$ cat src/rtl/register_access_pkg.sv
// Unified register index space shared by decode, writeback and the access stage.
// GPRs occupy 0-7, segment registers 8-13 and MMX registers 14-21.
package register_access_pkg;

    localparam int NUM_REGS_DEFAULT = 22;
    localparam int IDX_W_DEFAULT    = 5;
    localparam int CNT_W_DEFAULT    = 2;

    typedef logic [IDX_W_DEFAULT-1:0] reg_idx_t;

    typedef enum logic [1:0] {
        RC_GPR = 2'd0,
        RC_SEG = 2'd1,
        RC_MMX = 2'd2
    } reg_class_e;

    localparam reg_idx_t REG_EAX = 5'd0;
    localparam reg_idx_t REG_ECX = 5'd1;
    localparam reg_idx_t REG_EDX = 5'd2;
    localparam reg_idx_t REG_EBX = 5'd3;
    localparam reg_idx_t REG_ESP = 5'd4;
    localparam reg_idx_t REG_EBP = 5'd5;
    localparam reg_idx_t REG_ESI = 5'd6;
    localparam reg_idx_t REG_EDI = 5'd7;

    localparam reg_idx_t SEG_ES = 5'd8;
    localparam reg_idx_t SEG_CS = 5'd9;
    localparam reg_idx_t SEG_SS = 5'd10;
    localparam reg_idx_t SEG_DS = 5'd11;
    localparam reg_idx_t SEG_FS = 5'd12;
    localparam reg_idx_t SEG_GS = 5'd13;

    localparam reg_idx_t MMX_MM0 = 5'd14;
    localparam reg_idx_t MMX_MM1 = 5'd15;
    localparam reg_idx_t MMX_MM2 = 5'd16;
    localparam reg_idx_t MMX_MM3 = 5'd17;
    localparam reg_idx_t MMX_MM4 = 5'd18;
    localparam reg_idx_t MMX_MM5 = 5'd19;
    localparam reg_idx_t MMX_MM6 = 5'd20;
    localparam reg_idx_t MMX_MM7 = 5'd21;

    // Beyond the scoreboarded range, so the stage never tracks it.
    localparam reg_idx_t REG_NONE = 5'd31;

    // Segment numbers 6 and 7 do not exist and map to REG_NONE rather than aliasing MMX.
    function automatic reg_idx_t reg_index(input reg_class_e cls, input logic [2:0] num);
        reg_idx_t idx;
        idx = REG_NONE;
        case (cls)
            RC_GPR: idx = REG_EAX + reg_idx_t'(num);
            RC_SEG: idx = (num < 3'd6) ? SEG_ES + reg_idx_t'(num) : REG_NONE;
            RC_MMX: idx = MMX_MM0 + reg_idx_t'(num);
            default: idx = REG_NONE;
        endcase
        return idx;
    endfunction

endpackage

$ cat src/rtl/reg_scoreboard.sv
// Per-register in-flight write counters: issue increments, writeback retires.
// Produces the busy vector, the destination-saturated flag and the underflow pulse.
module reg_scoreboard
    import register_access_pkg::*;
#(
    parameter int NUM_REGS = NUM_REGS_DEFAULT,
    parameter int IDX_W    = IDX_W_DEFAULT,
    parameter int CNT_W    = CNT_W_DEFAULT
) (
    input  logic                clk,
    input  logic                reset,
    input  logic                flush,
    input  logic                inc_en,
    input  logic [IDX_W-1:0]    inc_reg,
    input  logic                dst_valid,
    input  logic [IDX_W-1:0]    dst_reg,
    input  logic                wb_en,
    input  logic [IDX_W-1:0]    wb_reg,
    output logic [NUM_REGS-1:0] busy,
    output logic                dst_full,
    output logic                underflow
);

    logic [CNT_W-1:0]    cnt [NUM_REGS];
    logic [NUM_REGS-1:0] inc_vec;
    logic [NUM_REGS-1:0] dec_vec;
    logic                wb_hit_zero;

    // Index decode by comparison keeps out-of-range indices from touching any counter.
    always_comb begin
        busy        = '0;
        inc_vec     = '0;
        dec_vec     = '0;
        dst_full    = 1'b0;
        wb_hit_zero = 1'b0;
        for (int i = 0; i < NUM_REGS; i++) begin
            busy[i]    = (cnt[i] != '0);
            inc_vec[i] = inc_en && (inc_reg == IDX_W'(i));
            dec_vec[i] = wb_en && (wb_reg == IDX_W'(i)) && (cnt[i] != '0);
            if (dst_valid && (dst_reg == IDX_W'(i)) && (cnt[i] == {CNT_W{1'b1}})) begin
                dst_full = 1'b1;
            end
            if (wb_en && (wb_reg == IDX_W'(i)) && (cnt[i] == '0)) begin
                wb_hit_zero = 1'b1;
            end
        end
    end

    always_ff @(posedge clk or posedge reset) begin
        if (reset) begin
            underflow <= 1'b0;
            for (int i = 0; i < NUM_REGS; i++) begin
                cnt[i] <= '0;
            end
        end else begin
            underflow <= wb_hit_zero && !flush;
            for (int i = 0; i < NUM_REGS; i++) begin
                if (flush) begin
                    cnt[i] <= '0;
                end else if (inc_vec[i] && !dec_vec[i]) begin
                    cnt[i] <= cnt[i] + 1'b1;
                end else if (dec_vec[i] && !inc_vec[i]) begin
                    cnt[i] <= cnt[i] - 1'b1;
                end
            end
        end
    end

endmodule

$ cat src/rtl/register_access_stage.sv
// One-entry decode-to-address-generation pipestage gated by a read-after-write scoreboard.
// The payload is carried opaquely; register values are read downstream once no write is pending.
module register_access_stage
    import register_access_pkg::*;
#(
    parameter int PAYLOAD_W = 256,
    parameter int NUM_REGS  = NUM_REGS_DEFAULT,
    parameter int IDX_W     = IDX_W_DEFAULT,
    parameter int CNT_W     = CNT_W_DEFAULT
) (
    input  logic                 clk,
    input  logic                 reset,
    input  logic                 flush,
    input  logic                 d_valid,
    output logic                 d_ready,
    input  logic [PAYLOAD_W-1:0] d_payload,
    input  logic [NUM_REGS-1:0]  d_src_mask,
    input  logic                 d_dst_valid,
    input  logic [IDX_W-1:0]     d_dst_reg,
    output logic                 r_valid,
    input  logic                 r_ready,
    output logic [PAYLOAD_W-1:0] r_payload,
    output logic                 r_dst_valid,
    output logic [IDX_W-1:0]     r_dst_reg,
    input  logic                 wb_en,
    input  logic [IDX_W-1:0]     wb_reg,
    output logic [NUM_REGS-1:0]  busy,
    output logic                 sb_underflow,
    output logic [31:0]          stall_cycles
);

    logic hazard;
    logic dst_full;
    logic slot_free;
    logic issue;

    // Handshake: a transfer happens on a clock edge where valid and ready are both high.
    // A producer holds valid and its data until that edge; ready never depends on the
    // same-side valid. Hazards use registered counts only, so a same-cycle writeback
    // does not release a waiting reader until the following cycle.
    always_comb begin
        hazard    = |(d_src_mask & busy);
        slot_free = !r_valid || r_ready;
        d_ready   = !reset && !flush && !hazard && !dst_full && slot_free;
        issue     = d_valid && d_ready;
    end

    reg_scoreboard #(
        .NUM_REGS (NUM_REGS),
        .IDX_W    (IDX_W),
        .CNT_W    (CNT_W)
    ) u_scoreboard (
        .clk       (clk),
        .reset     (reset),
        .flush     (flush),
        .inc_en    (issue && d_dst_valid),
        .inc_reg   (d_dst_reg),
        .dst_valid (d_dst_valid),
        .dst_reg   (d_dst_reg),
        .wb_en     (wb_en),
        .wb_reg    (wb_reg),
        .busy      (busy),
        .dst_full  (dst_full),
        .underflow (sb_underflow)
    );

    always_ff @(posedge clk or posedge reset) begin
        if (reset) begin
            r_valid     <= 1'b0;
            r_payload   <= '0;
            r_dst_valid <= 1'b0;
            r_dst_reg   <= '0;
        end else if (flush) begin
            r_valid <= 1'b0;
        end else if (issue) begin
            r_valid     <= 1'b1;
            r_payload   <= d_payload;
            r_dst_valid <= d_dst_valid;
            r_dst_reg   <= d_dst_reg;
        end else if (r_ready) begin
            r_valid <= 1'b0;
        end
    end

    // Flush cycles are not stalls even though d_ready is low.
    always_ff @(posedge clk or posedge reset) begin
        if (reset) begin
            stall_cycles <= '0;
        end else if (d_valid && !d_ready && !flush) begin
            stall_cycles <= stall_cycles + 32'd1;
        end
    end

endmodule
$ cat config.mk
export PLATFORM = sky130hd
export DESIGN_NAME = register_access_stage
export DESIGN_NICKNAME = d
export VERILOG_FILES = /design/src/rtl/register_access_pkg.sv /design/src/rtl/reg_scoreboard.sv /design/src/rtl/register_access_stage.sv
export SDC_FILE = /design/constraint.sdc
export NUM_CORES = 1
export LEC_CHECK = 0
export ABC_AREA = 1
export CAP_MARGIN = 20
export CORE_AREA = 2 2 242 244
export DETAILED_ROUTE_END_ITERATION = 7
export DIE_AREA = 0 0 244 246
export PLACE_DENSITY = 0.59
export SLEW_MARGIN = 5
export SYNTH_ARGS = -nofsm -noshare
export SYNTH_HDL_FRONTEND = slang
export SYNTH_SLANG_ARGS = --single-unit
$ cat constraint.sdc
create_clock -name clk -period 16.6 [get_ports clk]
set_clock_uncertainty 0.2 [all_clocks]
set_input_delay 4.98 -clock clk [delete_from_list [all_inputs] [get_ports clk]]
set_output_delay 4.98 -clock clk [all_outputs]
set_load 0.1 [all_outputs]
==> out/metrics.yaml, run 1 <==
run_status:
  status: "complete, no violations"
power_and_ir_drop:
  p_leak_uw: 0.0120
  power.internal_uw: 1700
  power.switching_uw: 1210
  clock_power_share_pct: 31.4
  share_seq_of_total_power_pct: 33.2
  p_comb_share_pct: 35.4
  powerDensity_nw_per_um2: 121
  vdd_ir_drop_max_mv: 0.0925
  power.total_uw: 2910
  p_sw_share_pct: 41.6
timing:
  worstMarginPinSlew_ns: 1.23
  setup-violations-final: 0
  finalCritPeriodShare_pct: 80.0
  rsz0062_at_grt: "false"
  fmax_mhz: 75.3
  maxSlewHeadroom_pct: 17.9
  setup_tns_ns: 0
  timing.final.hold_violations: 0
  fin_crit_ns: 13.28
  layout_setup_ws_ns: 3.32
  drv_slew: 0
clock_tree:
  postCtsSetupBuffers: 0
  cts_tree: "yes"
  cts_buffer_depth: 3
  htreeDepth: 2
  cts_root_buf: "clkbuf_16"
  holdBufCountCts: 0
  post_cts_resized: 0
  worstSkewPairLatency_ns: 0.57
  path_clk_slew_ns: 0.06
  clock-sinks: 340
  cts_buffers: 42
floorplanning:
  row_count: 88
  start_util_pct: 27.9
  die_height_um: 246
  fp.dieArea_um2: 60000
  core_area_um2: 57400
  io_pins: 614
  die_w_um: 244
critical_path:
  critPathSlowestCell: "clkdlybuf4s50_1"
  path_class: "in2out"
  cp.required_ns: 11.42
  path_cells: "clkdlybuf4s50_1 > buf_4 > nor2_1 > nand2_1 > nor2_1 > nand3_1 > nor2_1 > nand3_1 > nor2_4 > nand2_4 > inv_1 > clkdlybuf4s50_1"
  crit_path_end_kind: "output pin"
  slowest_delay_ns: 1.14
  crit_arrival_ns: 8.10
  rrSetupSlack_ns: 11.58
  rr_endpoint: "r_payload[15]"
  start_kind: "input port"
  reg2regPathDepth: 11
  path_delay_family: "buffers and inverters"
  cp_max_fo: 27
  r2r-start: "u_scoreboard.cnt[40]"
  cpMostUsedCell: "nor2_1"
  path_buf_inv: 4
layout:
  largest_reg_flops: 256
  largest-register: "r_payload"
  nFillCells: 5723
  reg_top3: "r_payload: 256 flops, u_scoreboard.cnt: 44 flops, stall_cycles: 32 flops"
  nets: 2902
  layout-drive-gt1-share_pct: 5.50
  multi_input_area_um2: 6420
  syn_to_final_growth_pct: 50.6
  regArea_um2: 8510
synth:
  yosysTopAreaCell: "dfrtp_1"
  synth_seq_area_share_pct: 53.2
  synthDistinctLibCells: 38
  syn_nets: 2311
  synth_common_cells: "nand2_1 (1048), dfrtp_1 (340), inv_1 (126)"
  ys_ff_latch: 340
  synth_top_area_share_pct: 53.2
  ys_warn_count: 0
  async_flop_share_pct: 100
  synth-edff-count: 0
  syn_inst: 2015
  syn_area_um2: 16000
  synthTopCellsByArea: "dfrtp_1 (53%), nand2_1 (25%), nand3_1 (3.5%)"
  avgSynthCellArea_um2: 7.94
  dominantRegCellSynth: "dfrtp_1"
  synth_most_common_cell: "nand2_1"
grt:
  antenna_found_initial: 13
  grt_max_degree: 201
  grt_pass1_vias: 15237
  grt_use_total_pct: 19.7
  grt_overflow_total: 0
  grt_pass1_wl_um: 91800
route:
  dr.pass1.iters: 5
  drtAntennaViolNets: 0
  wl_per_cell_um: 17.8
  num_vias: 15309
  drt-vias-per-instance: 4.49
  drc_errors: 0
  drtIter0Drc: 771
  wl_um: 60700
min_path:
  hold_path_end: "r_payload[38]"
  hold_path_depth: 2
  hold_class: "reg2reg"
  min_from: "r_payload[38]"
placed_design:
  dpl.hpwl_um: 45000
  io_buffer_count: 613
  pre_cts_slack_ns: 3.32
  gp_congestion: 0.882
flow_run:
  cap_violations: 0
[metal layers]
layer / vias to the layer above / global-route usage (%) / wire length, µm
met2: 500 / 32.9 / 29300
met1: 7248 / 23.2 / 24100
met4: 12 / 8.95 / 2630
li1: 7433 / - / -
met5: - / 0 / 65
met3: 116 / 6.22 / 4670
[cell usage in the layout (no fill, tap or decap), types with 4 or more instances in the layout]
master,count
nand4_1,57
mux2_2,5
nand2_1,1048
inv_1,125
clkdlybuf4s50_1,610
clkinv_2,6
buf_12,7
o21ai_0,8
nor4_1,9
nor2_1,118
xor2_1,20
dfrtp_1,340
nor3_1,10
clkbuf_8,10
nand3_1,113
nor3_2,4
diode_2,8
o21bai_4,9
nor2_4,10
xnor2_1,11
clkbuf_1,6
buf_4,8
nor2_2,9
or2_2,12
clkbuf_16,43
nand2_2,4
[metrics by stage]
step | area, µm² | hold WS (ns) | instances | utilization, %
2_1_floorplan | 16000 | 0.310 | 2015 | -
3_3_place_gp | 22600 | 0.260 | 3322 | 39.4
3_5_place_dp | 22600 | 0.264 | 3324 | 39.5
4_1_cts | 24000 | 0.280 | 3396 | 41.8
5_1_grt | 24100 | 0.287 | 3405 | 42.0
6_report | 24100 | 0.276 | 3407 | 42.0
[logic make-up after synthesis]
| group | count (synthesis) | synth area share, % |
|---|---|---|
| buf+inv | 209 | 6.69 |
| xor+xnor | 31 | 1.70 |
| fa+ha+maj | 1 | 0.0782 |
| flops | 340 | 53.2 |
| mux | 5 | 0.352 |
| compound gates | 29 | 1.86 |
| simple gates | 1400 | 36.1 |
[worst max path at each step]
stage | start | to | depth (start not counted)
floorplan | reset | r_dst_reg[0] | 1
global placement | flush | d_ready | 12
detailed placement | flush | d_ready | 12
CTS | flush | d_ready | 12
global route | flush | d_ready | 12
finish | flush | d_ready | 12
[worst register-to-register path: cells and delay by family, from the launching register on]
| family | cells | cell delay (ns) |
|---|---|---|
| buf+inv | 2 | 2.07 |
| simple gates | 9 | 2.26 |
| flops | 1 | 0.41 |
[cell type report]
| type | instances | area share [%] |
|---|---|---|
| diodes | 8 | 0.0831 |
| clock buffers | 59 | 5.13 |
| clock inverters | 13 | 0.514 |
| inverters | 131 | 2.10 |
| multi-input cells | 1466 | 26.7 |
| flip-flops and latches | 340 | 35.3 |
| well taps | 765 | 3.97 |
| repair buffers | 625 | 26.2 |
[power groups by stage]
stage               Combinational (µW)  Clock (µW)  Sequential (µW)
global route                      1080         978              978
global placement                  1030           0              976
floorplan                          258           0             1440
CTS                               1040         948              967
finish                            1030         915              967
detailed placement                1030           0              980
(Power assumes the default switching activity.)
==> run 2, diff against run 1 <==
- PLACE_DENSITY: 0.59 -> 0.61
- clock period: 16.6 -> 10.9 ns (I/O delays scaled with it)
==> out/metrics.yaml, run 2 (synthesis gave the netlist of run 1 again) <==
layout:
  reg_top3: "r_payload: 256 flops, u_scoreboard.cnt: 44 flops, stall_cycles: 32 flops"
  final_common_cell: "nand2_1"
  utilization_pct: 41.8  # -0.15 points
  largest_reg_flops: 256  # unchanged
  mostFrequentLayoutCells: "nand2_1 (1048), clkdlybuf4s50_1 (612), dfrtp_1 (340)"
  largest-register: "r_payload"
  nets: 2899  # -0.10%
  syn_to_final_growth_pct: 50.0
  layout-drive-gt1-share_pct: 5.17  # -0.33 points
power_and_ir_drop:
  power.total_uw: 4450  # +53%
  p_comb_share_pct: 35.2  # -0.2 points
  powerDensity_nw_per_um2: 185  # +53%
  power.internal_uw: 2630  # +54%
  p_sw_share_pct: 40.9  # -0.63 points
  vdd_ir_drop_max_mv: 0.117  # +26%
  clock_power_share_pct: 31.7  # +0.3 points
  share_seq_of_total_power_pct: 33.1  # about the same
  power.switching_uw: 1820  # +50%
  p_leak_uw: 0.0119  # -0.38%
timing:
  fmax_mhz: 112
  setup-violations-final: 0  # unchanged
  maxSlewHeadroom_pct: 21.7  # +3.7 points
  fin_crit_ns: 8.89
  rsz0062_at_grt: "false"
  worst_hold_slack_ns: 0.269  # -0.00617 ns
  worstMarginPinSlew_ns: 1.17  # -0.0559 ns
  timing.final.hold_violations: 0  # unchanged
  drv_slew: 0  # unchanged
  finalCritPeriodShare_pct: 81.6
  setup_tns_ns: 0  # unchanged
route:
  drtAntennaViolNets: 0  # unchanged
  drtIter0Drc: 875  # +13%
  drc_errors: 0  # unchanged
  wl_met3_um: 4130  # -11%
  num_vias: 15355  # +0.30%
  top_layer_used: "met5"
  drt-vias-per-instance: 4.52  # +0.63%
  wl_met2_um: 29400  # +0.23%
  wl_um: 60600  # -0.30%
  dr.pass1.iters: 5  # unchanged
  wl_per_cell_um: 17.8  # about the same
  wl_met1_um: 25500  # +6.0%
floorplanning:
  start_util_pct: 27.9  # unchanged
  fp.dieArea_um2: 60000  # unchanged
  die_height_um: 246  # unchanged
  io_pins: 614  # unchanged
  die_w_um: 244  # unchanged
  core_area_um2: 57400  # unchanged
  row_count: 88  # unchanged
clock_tree:
  htreeDepth: 2  # unchanged
  cts_root_buf: "clkbuf_16"
  cts_buffer_depth: 3  # unchanged
  cts_tree: "yes"
  post_cts_resized: 0  # unchanged
  worstSkewPairLatency_ns: 0.56  # about the same
  holdBufCountCts: 0  # unchanged
  clock-sinks: 340  # unchanged
  path_clk_slew_ns: 0.05  # about the same
  postCtsSetupBuffers: 0  # unchanged
  cts_buffers: 42  # unchanged
placed_design:
  io_buffer_count: 613  # unchanged
  dpl.hpwl_um: 45100  # +0.34%
  gp_congestion: 0.908  # +3.0%
grt:
  grt_pass1_vias: 15160  # -0.51%
  grt_use_total_pct: 19.5  # -0.22 points
  grt_overflow_total: 0  # unchanged
  grt_max_degree: 183  # -9.0%
  antenna_found_initial: 7  # -6
  grt_pass1_wl_um: 91100  # -0.76%
run_status:
  status: "complete, no violations"
critical_path:
  crit_path_end_kind: "output pin"
  crit_arrival_ns: 5.42  # -2.68 ns
  setup.worst_path.start: "d_dst_reg[2]"
  cp.required_ns: 7.43  # -3.99 ns
  path_class: "in2out"
  start_kind: "input port"
  r2r-start: "u_scoreboard.cnt[4]"
  cp_max_fo: 12  # -56%
min_path:
  hold_class: "reg2reg"
  min_from: "r_dst_valid"
flow_run:
  cap_violations: 0  # unchanged
[run 2: changes by cell type in the layout (fill, tap and decap cells not counted), moves of 2 or more]
cell / change
diode_2: -7
buf_12: -5
bufinv_16: +3
clkbuf_1: +3
clkbuf_8: -2
clkdlybuf4s50_1: +2
clkinv_2: -2
clkinv_4: -2
[run 2: per-layer routing]
metal  vias up  global-route usage, %
met4         6                   5.04
li1       7417                      -
met1      7307                   24.8
met3        96                   4.78
met2       529                   33.2
met5         -                      0
[run 2: critical path, cell delays in order]
cell             delay (ns)
clkdlybuf4s50_1        0.52
nor2_2                 0.43
inv_1                  0.15
nor2_1                 0.17
nand2_1                0.07
nand3_1                0.10
nand2_1                0.06
nand3_1                0.12
nor2_4                 0.08
nand2_4                0.15
inv_1                  0.06
buf_4                  0.23
[run 2: path summary, 6_finish.rpt]
kind                                   endpoint  slack (ns)  cells past startpoint
max reg2reg                      r_payload[192]        6.11                     12
max in group asynchronous          r_payload[0]        5.91                      3
min in group asynchronous  u_scoreboard.cnt[37]        3.23                      2
min reg2reg                         r_dst_valid        0.27                      2
min                                 r_dst_valid        0.27                      2
max                                     d_ready        2.01                     12
[run 2: layout make-up]
class	instances	area, µm²
clock inverters	12	183
flip-flops and latches	340	8510
diodes	1	2.50
inverters	131	503
clock buffers	59	1190
fillers	5607	33400
repair buffers	622	6220
multi-input cells	1466	6420
well taps	765	957
[run 2: power groups by stage]
stage,clock [µW],sequential [µW],combinational (µW)
floorplan,0,2190,394
global placement,0,1490,1560
detailed placement,0,1490,1570
CTS,1460,1470,1570
global route,1510,1490,1630
finish,1410,1470,1570
[run 2: metrics by stage]
stage	worst slack (ns)	std cells	instance area [µm²]
6_report	2.01	3396	24000
5_1_grt	1.85	3395	24000
4_1_cts	2.01	3395	24000
3_5_place_dp	2.02	3324	22600
3_3_place_gp	2.05	3323	22600
2_1_floorplan	2.64	2015	16000
